File: src/rtl/fetch_if.sv
// Fetch unit bus bundle: instruction-memory request/response, redirect and decoder hand-off.
// master = fetch unit, slave = surrounding memory/decoder environment.
interface fetch_if;
  logic        imem_req_valid;
  logic [31:0] imem_req_addr;
  logic        imem_req_ready;
  logic        imem_rsp_valid;
  logic [31:0] imem_rsp_data;
  logic        redirect_valid;
  logic [31:0] redirect_pc;
  logic        inst_valid;
  logic [31:0] inst_data;
  logic [31:0] inst_pc;
  logic        inst_ready;
  logic        fetch_misaligned;

  modport master (
    output imem_req_valid, imem_req_addr, inst_valid, inst_data, inst_pc, fetch_misaligned,
    input  imem_req_ready, imem_rsp_valid, imem_rsp_data, redirect_valid, redirect_pc, inst_ready
  );

  modport slave (
    input  imem_req_valid, imem_req_addr, inst_valid, inst_data, inst_pc, fetch_misaligned,
    output imem_req_ready, imem_rsp_valid, imem_rsp_data, redirect_valid, redirect_pc, inst_ready
  );
endinterface

File: src/rtl/fetch_unit.sv
// Instruction fetch unit: keeps at most two words in flight or buffered, tags responses with their pc.
// Optional FETCH_MISALIGN_CHECK_EN halts fetch on a misaligned redirect until an aligned one arrives.
module fetch_unit #(
  parameter logic [31:0] RESET_PC = 32'h0000_0000
) (
  input logic     clk,
  input logic     rst,
  fetch_if.master bus
);

  logic [31:0] pc;
  logic [1:0]  outstanding;
  logic [1:0]  drop;
  logic [1:0]  fifo_cnt;
  logic [1:0]  out_next;
  logic [31:0] tag0, tag1;
  logic [31:0] fpc0, fpc1, fdat0, fdat1;
  logic        running;
  logic        accept, rsp, pop, push;

`ifdef FETCH_MISALIGN_CHECK_EN
  typedef enum logic {RUN, HALT} state_t;
  state_t state;
  logic   misaligned_q;

  // Misaligned redirect parks the unit; only an aligned redirect restarts it.
  always_ff @(posedge clk or posedge rst) begin
    if (rst) begin
      state        <= RUN;
      misaligned_q <= 1'b0;
    end else if (bus.redirect_valid) begin
      if (bus.redirect_pc[1:0] != 2'b00) begin
        state        <= HALT;
        misaligned_q <= 1'b1;
      end else begin
        state        <= RUN;
        misaligned_q <= 1'b0;
      end
    end
  end

  assign running              = (state == RUN);
  assign bus.fetch_misaligned = misaligned_q;
`else
  logic [1:0] unused_redirect_lsbs;
  assign unused_redirect_lsbs  = bus.redirect_pc[1:0];
  assign running               = 1'b1;
  assign bus.fetch_misaligned  = 1'b0;
`endif

  assign accept = bus.imem_req_valid && bus.imem_req_ready;
  assign rsp    = bus.imem_rsp_valid;
  assign pop    = bus.inst_valid && bus.inst_ready;
  // Responses owed to a stale stream, or landing on a redirect, never reach the FIFO.
  assign push   = rsp && (drop == 2'd0) && !bus.redirect_valid;

  assign bus.imem_req_valid = !rst && running &&
                              (({1'b0, outstanding} + {1'b0, fifo_cnt}) < 3'd2);
  assign bus.imem_req_addr  = pc;
  assign bus.inst_valid     = (fifo_cnt != 2'd0);
  assign bus.inst_pc        = fpc0;
  assign bus.inst_data      = fdat0;

  always_comb begin
    out_next = outstanding;
    if (accept && !rsp)
      out_next = outstanding + 2'd1;
    else if (!accept && rsp)
      out_next = outstanding - 2'd1;
  end

  always_ff @(posedge clk or posedge rst) begin
    if (rst) begin
      pc          <= RESET_PC;
      outstanding <= 2'd0;
      drop        <= 2'd0;
      fifo_cnt    <= 2'd0;
      tag0        <= 32'd0;
      tag1        <= 32'd0;
      fpc0        <= 32'd0;
      fpc1        <= 32'd0;
      fdat0       <= 32'd0;
      fdat1       <= 32'd0;
    end else begin
      outstanding <= out_next;

      // Tag queue mirrors the in-flight requests, so responses pick up their pc in order.
      case ({accept, rsp})
        2'b10: begin
          if (outstanding == 2'd0) tag0 <= pc;
          else                     tag1 <= pc;
        end
        2'b01: tag0 <= tag1;
        2'b11: begin
          if (outstanding == 2'd1) begin
            tag0 <= pc;
          end else begin
            tag0 <= tag1;
            tag1 <= pc;
          end
        end
        default: ;
      endcase

      if (bus.redirect_valid) begin
        pc       <= {bus.redirect_pc[31:2], 2'b00};
        drop     <= out_next;
        fifo_cnt <= 2'd0;
      end else begin
        if (accept)
          pc <= pc + 32'd4;
        if (rsp && (drop != 2'd0))
          drop <= drop - 2'd1;

        case ({push, pop})
          2'b10: begin
            if (fifo_cnt == 2'd0) begin
              fpc0  <= tag0;
              fdat0 <= bus.imem_rsp_data;
            end else begin
              fpc1  <= tag0;
              fdat1 <= bus.imem_rsp_data;
            end
            fifo_cnt <= fifo_cnt + 2'd1;
          end
          2'b01: begin
            fpc0     <= fpc1;
            fdat0    <= fdat1;
            fifo_cnt <= fifo_cnt - 2'd1;
          end
          2'b11: begin
            if (fifo_cnt == 2'd1) begin
              fpc0  <= tag0;
              fdat0 <= bus.imem_rsp_data;
            end else begin
              fpc0  <= fpc1;
              fdat0 <= fdat1;
              fpc1  <= tag0;
              fdat1 <= bus.imem_rsp_data;
            end
          end
          default: ;
        endcase
      end
    end
  end

endmodule
File: src/flat_wrapper.sv
// flat-port wrapper written by rule: the top's interface ports become plain ports
module fetch_unit_flat 
#(
  parameter logic [31:0] RESET_PC = 32'h0000_0000
)
  (clk, rst, bus_imem_req_valid, bus_imem_req_addr, bus_inst_valid, bus_inst_data, bus_inst_pc, bus_fetch_misaligned, bus_imem_req_ready, bus_imem_rsp_valid, bus_imem_rsp_data, bus_redirect_valid, bus_redirect_pc, bus_inst_ready);
  fetch_if bus_i ();
  input logic clk;
  input logic rst;
  output wire logic [$bits(bus_i.imem_req_valid)-1:0] bus_imem_req_valid;
  output wire logic [$bits(bus_i.imem_req_addr)-1:0] bus_imem_req_addr;
  output wire logic [$bits(bus_i.inst_valid)-1:0] bus_inst_valid;
  output wire logic [$bits(bus_i.inst_data)-1:0] bus_inst_data;
  output wire logic [$bits(bus_i.inst_pc)-1:0] bus_inst_pc;
  output wire logic [$bits(bus_i.fetch_misaligned)-1:0] bus_fetch_misaligned;
  input wire logic [$bits(bus_i.imem_req_ready)-1:0] bus_imem_req_ready;
  input wire logic [$bits(bus_i.imem_rsp_valid)-1:0] bus_imem_rsp_valid;
  input wire logic [$bits(bus_i.imem_rsp_data)-1:0] bus_imem_rsp_data;
  input wire logic [$bits(bus_i.redirect_valid)-1:0] bus_redirect_valid;
  input wire logic [$bits(bus_i.redirect_pc)-1:0] bus_redirect_pc;
  input wire logic [$bits(bus_i.inst_ready)-1:0] bus_inst_ready;
  assign bus_imem_req_valid = bus_i.imem_req_valid;
  assign bus_imem_req_addr = bus_i.imem_req_addr;
  assign bus_inst_valid = bus_i.inst_valid;
  assign bus_inst_data = bus_i.inst_data;
  assign bus_inst_pc = bus_i.inst_pc;
  assign bus_fetch_misaligned = bus_i.fetch_misaligned;
  assign bus_i.imem_req_ready = bus_imem_req_ready;
  assign bus_i.imem_rsp_valid = bus_imem_rsp_valid;
  assign bus_i.imem_rsp_data = bus_imem_rsp_data;
  assign bus_i.redirect_valid = bus_redirect_valid;
  assign bus_i.redirect_pc = bus_redirect_pc;
  assign bus_i.inst_ready = bus_inst_ready;
  fetch_unit #(.RESET_PC(RESET_PC)) u_core (.clk(clk), .rst(rst), .bus(bus_i));
endmodule
File: config.mk
export PLATFORM = sky130hd
export DESIGN_NAME = fetch_unit_flat
export DESIGN_NICKNAME = d
export VERILOG_FILES = /design/src/rtl/fetch_if.sv /design/src/rtl/fetch_unit.sv /design/src/flat_wrapper.sv
export SDC_FILE = /design/constraint.sdc
export NUM_CORES = 1
export LEC_CHECK = 0
export CELL_PAD_IN_SITES_DETAIL_PLACEMENT = 1
export CELL_PAD_IN_SITES_GLOBAL_PLACEMENT = 2
export CORE_UTILIZATION = 31
export DETAILED_ROUTE_END_ITERATION = 10
export PLACE_DENSITY = 0.83
export SLEW_MARGIN = 20
export SYNTH_ARGS = -nofsm -noshare
export SYNTH_HDL_FRONTEND = slang
export SYNTH_SLANG_ARGS = --single-unit
File: constraint.sdc
create_clock -name clk -period 6.95 [get_ports clk]
set_clock_uncertainty 0.05 [all_clocks]
set_input_delay 1.39 -clock clk [delete_from_list [all_inputs] [get_ports clk]]
set_output_delay 1.39 -clock clk [all_outputs]
set_load 0.02 [all_outputs]
==> summary.md <==
| Metric | Value |
|---|---|
| Outcome | completed |
| Count of pins on the block boundary | 169 |
| Compound-gate portion of the synthesized area | 8.43% |
| DRC errors left | 0 |
| Critical path endpoint category | primary output |
| Count of input and output buffers | 163 |
| Summed instance area of the synthesized netlist | 10000 sq um |
| Die outline area | 33100 sq um |
| Via-to-Cell Ratio | 4.98 |
| Synth-to-Final Area Change | 29.2% |
| FF+latch count, synth | 223 |
| Synth Area in Adders | 1.15% |
| CTS H-Tree Depth | 1 |
| Clk sink count | 223 |
| Core Util, Final | 40.9% |
| Final sum of negative setup slack | 0 ns |
| Number of enable-type register cells in the synthesized netlist | 0 |
| Routed WL | 25.8 mm |
| Crit-path cells | clkdlybuf4s50_1 -> nor3_1 -> clkdlybuf4s50_1 |
| Overall via count from detail_route | 7213 |
| Fill cell total of the finished layout | 3460 |
| Portion of synthesized cell area occupied by the leading cell type | 55.6% |
| Main combinational cell family by area after synthesis | multiplexers |
| Nets@finish | 1103 |
| Transition at the pin with the smallest max-transition slack | 0.907 ns |
| Capturing element of the worst setup path | bus_imem_req_valid |
| Final count of hold timing violations | 0 |
| Parity-gate share of the synthesized area counting xor and xnor cells | 1.31% |
| GRT overflow | 0 |
| Antenna violations before repair | 0 |
| Critical path class | in2out |
| Simple-gate share of the synthesized area | 10.3% |
| Seq. cell area | 5580 sq um |
| Lkg Pwr | 5.75 nW |
| Worst r2r src | u_core.outstanding[0]$_DFF_PP0_ |
| Data arrival, critical path | 2.88 ns |
| Post-CTS Setup Repair Bufs | 0 |
| Warnings, synthesis | 0 |
| Crit start category | input pin |
| Register-to-Register Setup Slack | 3.81 ns |
| Max Slew Vio Count | 0 |
| Setup repair after global routing missed its margin | no |
| Number of standard cells after synthesis | 887 |
| Die width | 182 microns |
| Power per Cell Area | 432 nW/um^2 |
| Clock tree from TritonCTS | yes |
| Worst setup path startpoint | rst |
| Initial core utilization | 31.6% |
| Endpoints failing setup | 0 |
| Number of DRC violations after detailed-routing iteration 0 | 334 |
| Synthesized area per cell | 11.3 sq um |
| Portion of the clock cycle consumed by the worst path in the final layout | 62.1% |
| Share of cells above drive strength 1 | 14.8% |
| Worst slew margin relative to its limit | 39.5% |
| FMAX | 232 MHz |
| Most common cell in the netlist | sky130_fd_sc_hd__dfrtp_1 |
| Buffer cell driving the clock tree root | sky130_fd_sc_hd__clkbuf_16 |
| Cell types with the largest area share after synthesis | sky130_fd_sc_hd__dfrtp_1, sky130_fd_sc_hd__mux2_2, sky130_fd_sc_hd__mux2i_1 |
| CTS Hold Buffers Added | 0 |
| Number of inserted diodes | 0 |
| Wire length of the first global-routing pass | 42.1 mm |
| Multiplexer share of the synthesized area | 20.0% |
| VDD IR max | 0.181 mV |
| Worst path required time | 5.51 ns |
| Remaining antenna violation count | 0 |
| Combined global-route utilization of all metal layers | 15.8% |
| Largest net degree at the start of global routing | 147 |
| Fraction of the yosys area taken by sequential cells | 55.6% |
| Routed length per instance | 17.8 microns |
| Cell taking the most area after synthesis | sky130_fd_sc_hd__dfrtp_1 |
| Post-layout minimum cycle time | 4.32 ns |
| Worst flop-to-flop path endpoint | u_core.bus.imem_req_addr[31]$_DFFE_PP0P_ |
| Number of maximum-capacitance constraint violations | 0 |
| Top fanout value on the critical path | 4 |
| Routability cong. | 0.740 |
| Core Area | 31700 sq um |
| Number of buffers between clock root and the deepest sink | 3 |
| Number of buffers created by CTS | 26 |
| Highest cell delay on the worst timing path | 0.68 ns |
| Register clock-pin slew on the reported worst setup and hold paths | 0.06 ns |
| Synth async-reset ratio | 100% |
| Post-route total power | 5.60 mW |
| R2R depth | 7 |
| Most frequently used flop master after synthesis | sky130_fd_sc_hd__dfrtp_1 |
| Height of the die | 182 microns |
| Number of library cell types mapped by synthesis | 45 |
| Commonest cells post-synth | sky130_fd_sc_hd__dfrtp_1, sky130_fd_sc_hd__nor2_1, sky130_fd_sc_hd__a21oi_1, sky130_fd_sc_hd__mux2i_1, sky130_fd_sc_hd__mux2_2 |
| Library cell contributing the largest single delay on the critical path | sky130_fd_sc_hd__clkdlybuf4s50_1 |
| Post-cts sizing count | 0 |
| Count of standard-cell rows | 65 |
| Cell type with the highest occurrence count on the critical path | sky130_fd_sc_hd__clkdlybuf4s50_1 |
| Tightest Hold Check Type | reg2reg |
| Length of the first detailed-routing pass in iterations | 5 |
| Vias in the first global route | 7608 |
| Clock insertion delay at the later pin of the skew report | 0.52 ns |
| Final HPWL DP | 16.8 mm |
| Total area of multi-input combinational cells | 4190 sq um |
flip-flops by register name (all words and copies together) (netlist names):
name / cells
u_core.fdat1: 32
u_core.fifo_cnt: 2
u_core.bus.inst_data: 32
u_core.bus.inst_pc: 31
u_core.outstanding: 2
u_core.drop: 2
u_core.bus.imem_req_addr: 30
u_core.tag0: 31
u_core.fpc1: 31
u_core.tag1: 30
layout by cell type (no fill, tap or decap), types with 6 or more instances in the layout:
cell type                         instances
sky130_fd_sc_hd__dfrtp_1                223
sky130_fd_sc_hd__clkdlybuf4s50_1        162
sky130_fd_sc_hd__nor2_1                 112
sky130_fd_sc_hd__mux2i_1                 97
sky130_fd_sc_hd__a21oi_1                 95
sky130_fd_sc_hd__mux2_2                  92
sky130_fd_sc_hd__nand2_1                 37
sky130_fd_sc_hd__clkbuf_16               27
sky130_fd_sc_hd__o21ai_0                 17
sky130_fd_sc_hd__nand3_1                 17
sky130_fd_sc_hd__a31oi_1                 12
sky130_fd_sc_hd__inv_1                   11
sky130_fd_sc_hd__o31ai_1                 11
sky130_fd_sc_hd__or4_1                   11
sky130_fd_sc_hd__xnor2_1                 10
sky130_fd_sc_hd__nand4_1                 10
sky130_fd_sc_hd__buf_4                    9
sky130_fd_sc_hd__clkbuf_8                 8
sky130_fd_sc_hd__nor4_1                   7
sky130_fd_sc_hd__ha_1                     6
sky130_fd_sc_hd__clkbuf_1                 6
routing by layer:
metal | vias to the layer above | GRT usage (%) | share of wire, %
li1 | 3435 | - | -
met1 | 3569 | 21.8 | 48
met2 | 181 | 25.7 | 46
met3 | 28 | 2.85 | 4.9
met4 | 0 | 3.53 | 1.5
met5 | - | 0 | 0
per-stage QoR:
step           cell area (sq um)  setup slack (ns)  hold slack, ns  cells
2_1_floorplan              10000              2.60           0.399    889
3_3_place_gp               12000              2.64           0.411   1399
3_5_place_dp               12000              2.65           0.426   1399
4_1_cts                    12900              2.63           0.440   1447
5_1_grt                    13000              2.57           0.442   1448
6_report                   13000              2.63           0.432   1448
layout make-up:
class                           count  area share, %
Clock buffer                       41           6.23
Clock inverter                      7          0.714
Inverter                           12          0.376
Multi-Input combinational cell    589           32.3
Sequential cell                   223           43.0
Tap cell                          402           3.88
Timing Repair Buffer              174           13.4
cells by family after synthesis:
logic type,count (synthesis)
AOI/OAI and AO/OA,151
xor gates and xnor gates,15
adders and majority gates,9
buffers and inverters,77
DFF,223
muxes,189
other,1
and+or+nand+nor,222
report_power, final:
part | total [mW] | internal [mW] | switching (mW)
registers | 2.17 | 1.84 | 0.328
logic | 2.03 | 1.00 | 1.03
clock network | 1.41 | 0.871 | 0.538
total | 5.60 | 3.71 | 1.89
worst min-delay path by stage:
stage,cells past startpoint,to,from
2_1_floorplan,2,u_core.fpc1[1]$_DFFE_PP0P_,u_core.fpc1[1]$_DFFE_PP0P_
4_1_cts,2,u_core.tag1[18]$_DFFE_PP0P_,u_core.tag1[18]$_DFFE_PP0P_
6_report,2,u_core.fpc1[1]$_DFFE_PP0P_,u_core.fpc1[1]$_DFFE_PP0P_
5_1_grt,2,u_core.tag1[18]$_DFFE_PP0P_,u_core.tag1[18]$_DFFE_PP0P_
3_5_place_dp,2,u_core.fpc1[1]$_DFFE_PP0P_,u_core.fpc1[1]$_DFFE_PP0P_
3_3_place_gp,2,u_core.fpc1[1]$_DFFE_PP0P_,u_core.fpc1[1]$_DFFE_PP0P_
critical path: cells and delay by family:
family                 cells  cell delay (ns)
buffers and inverters      2             1.19
AND/OR/NAND/NOR            1             0.30
No activity file was read; power rests on OpenSTA's default activity.
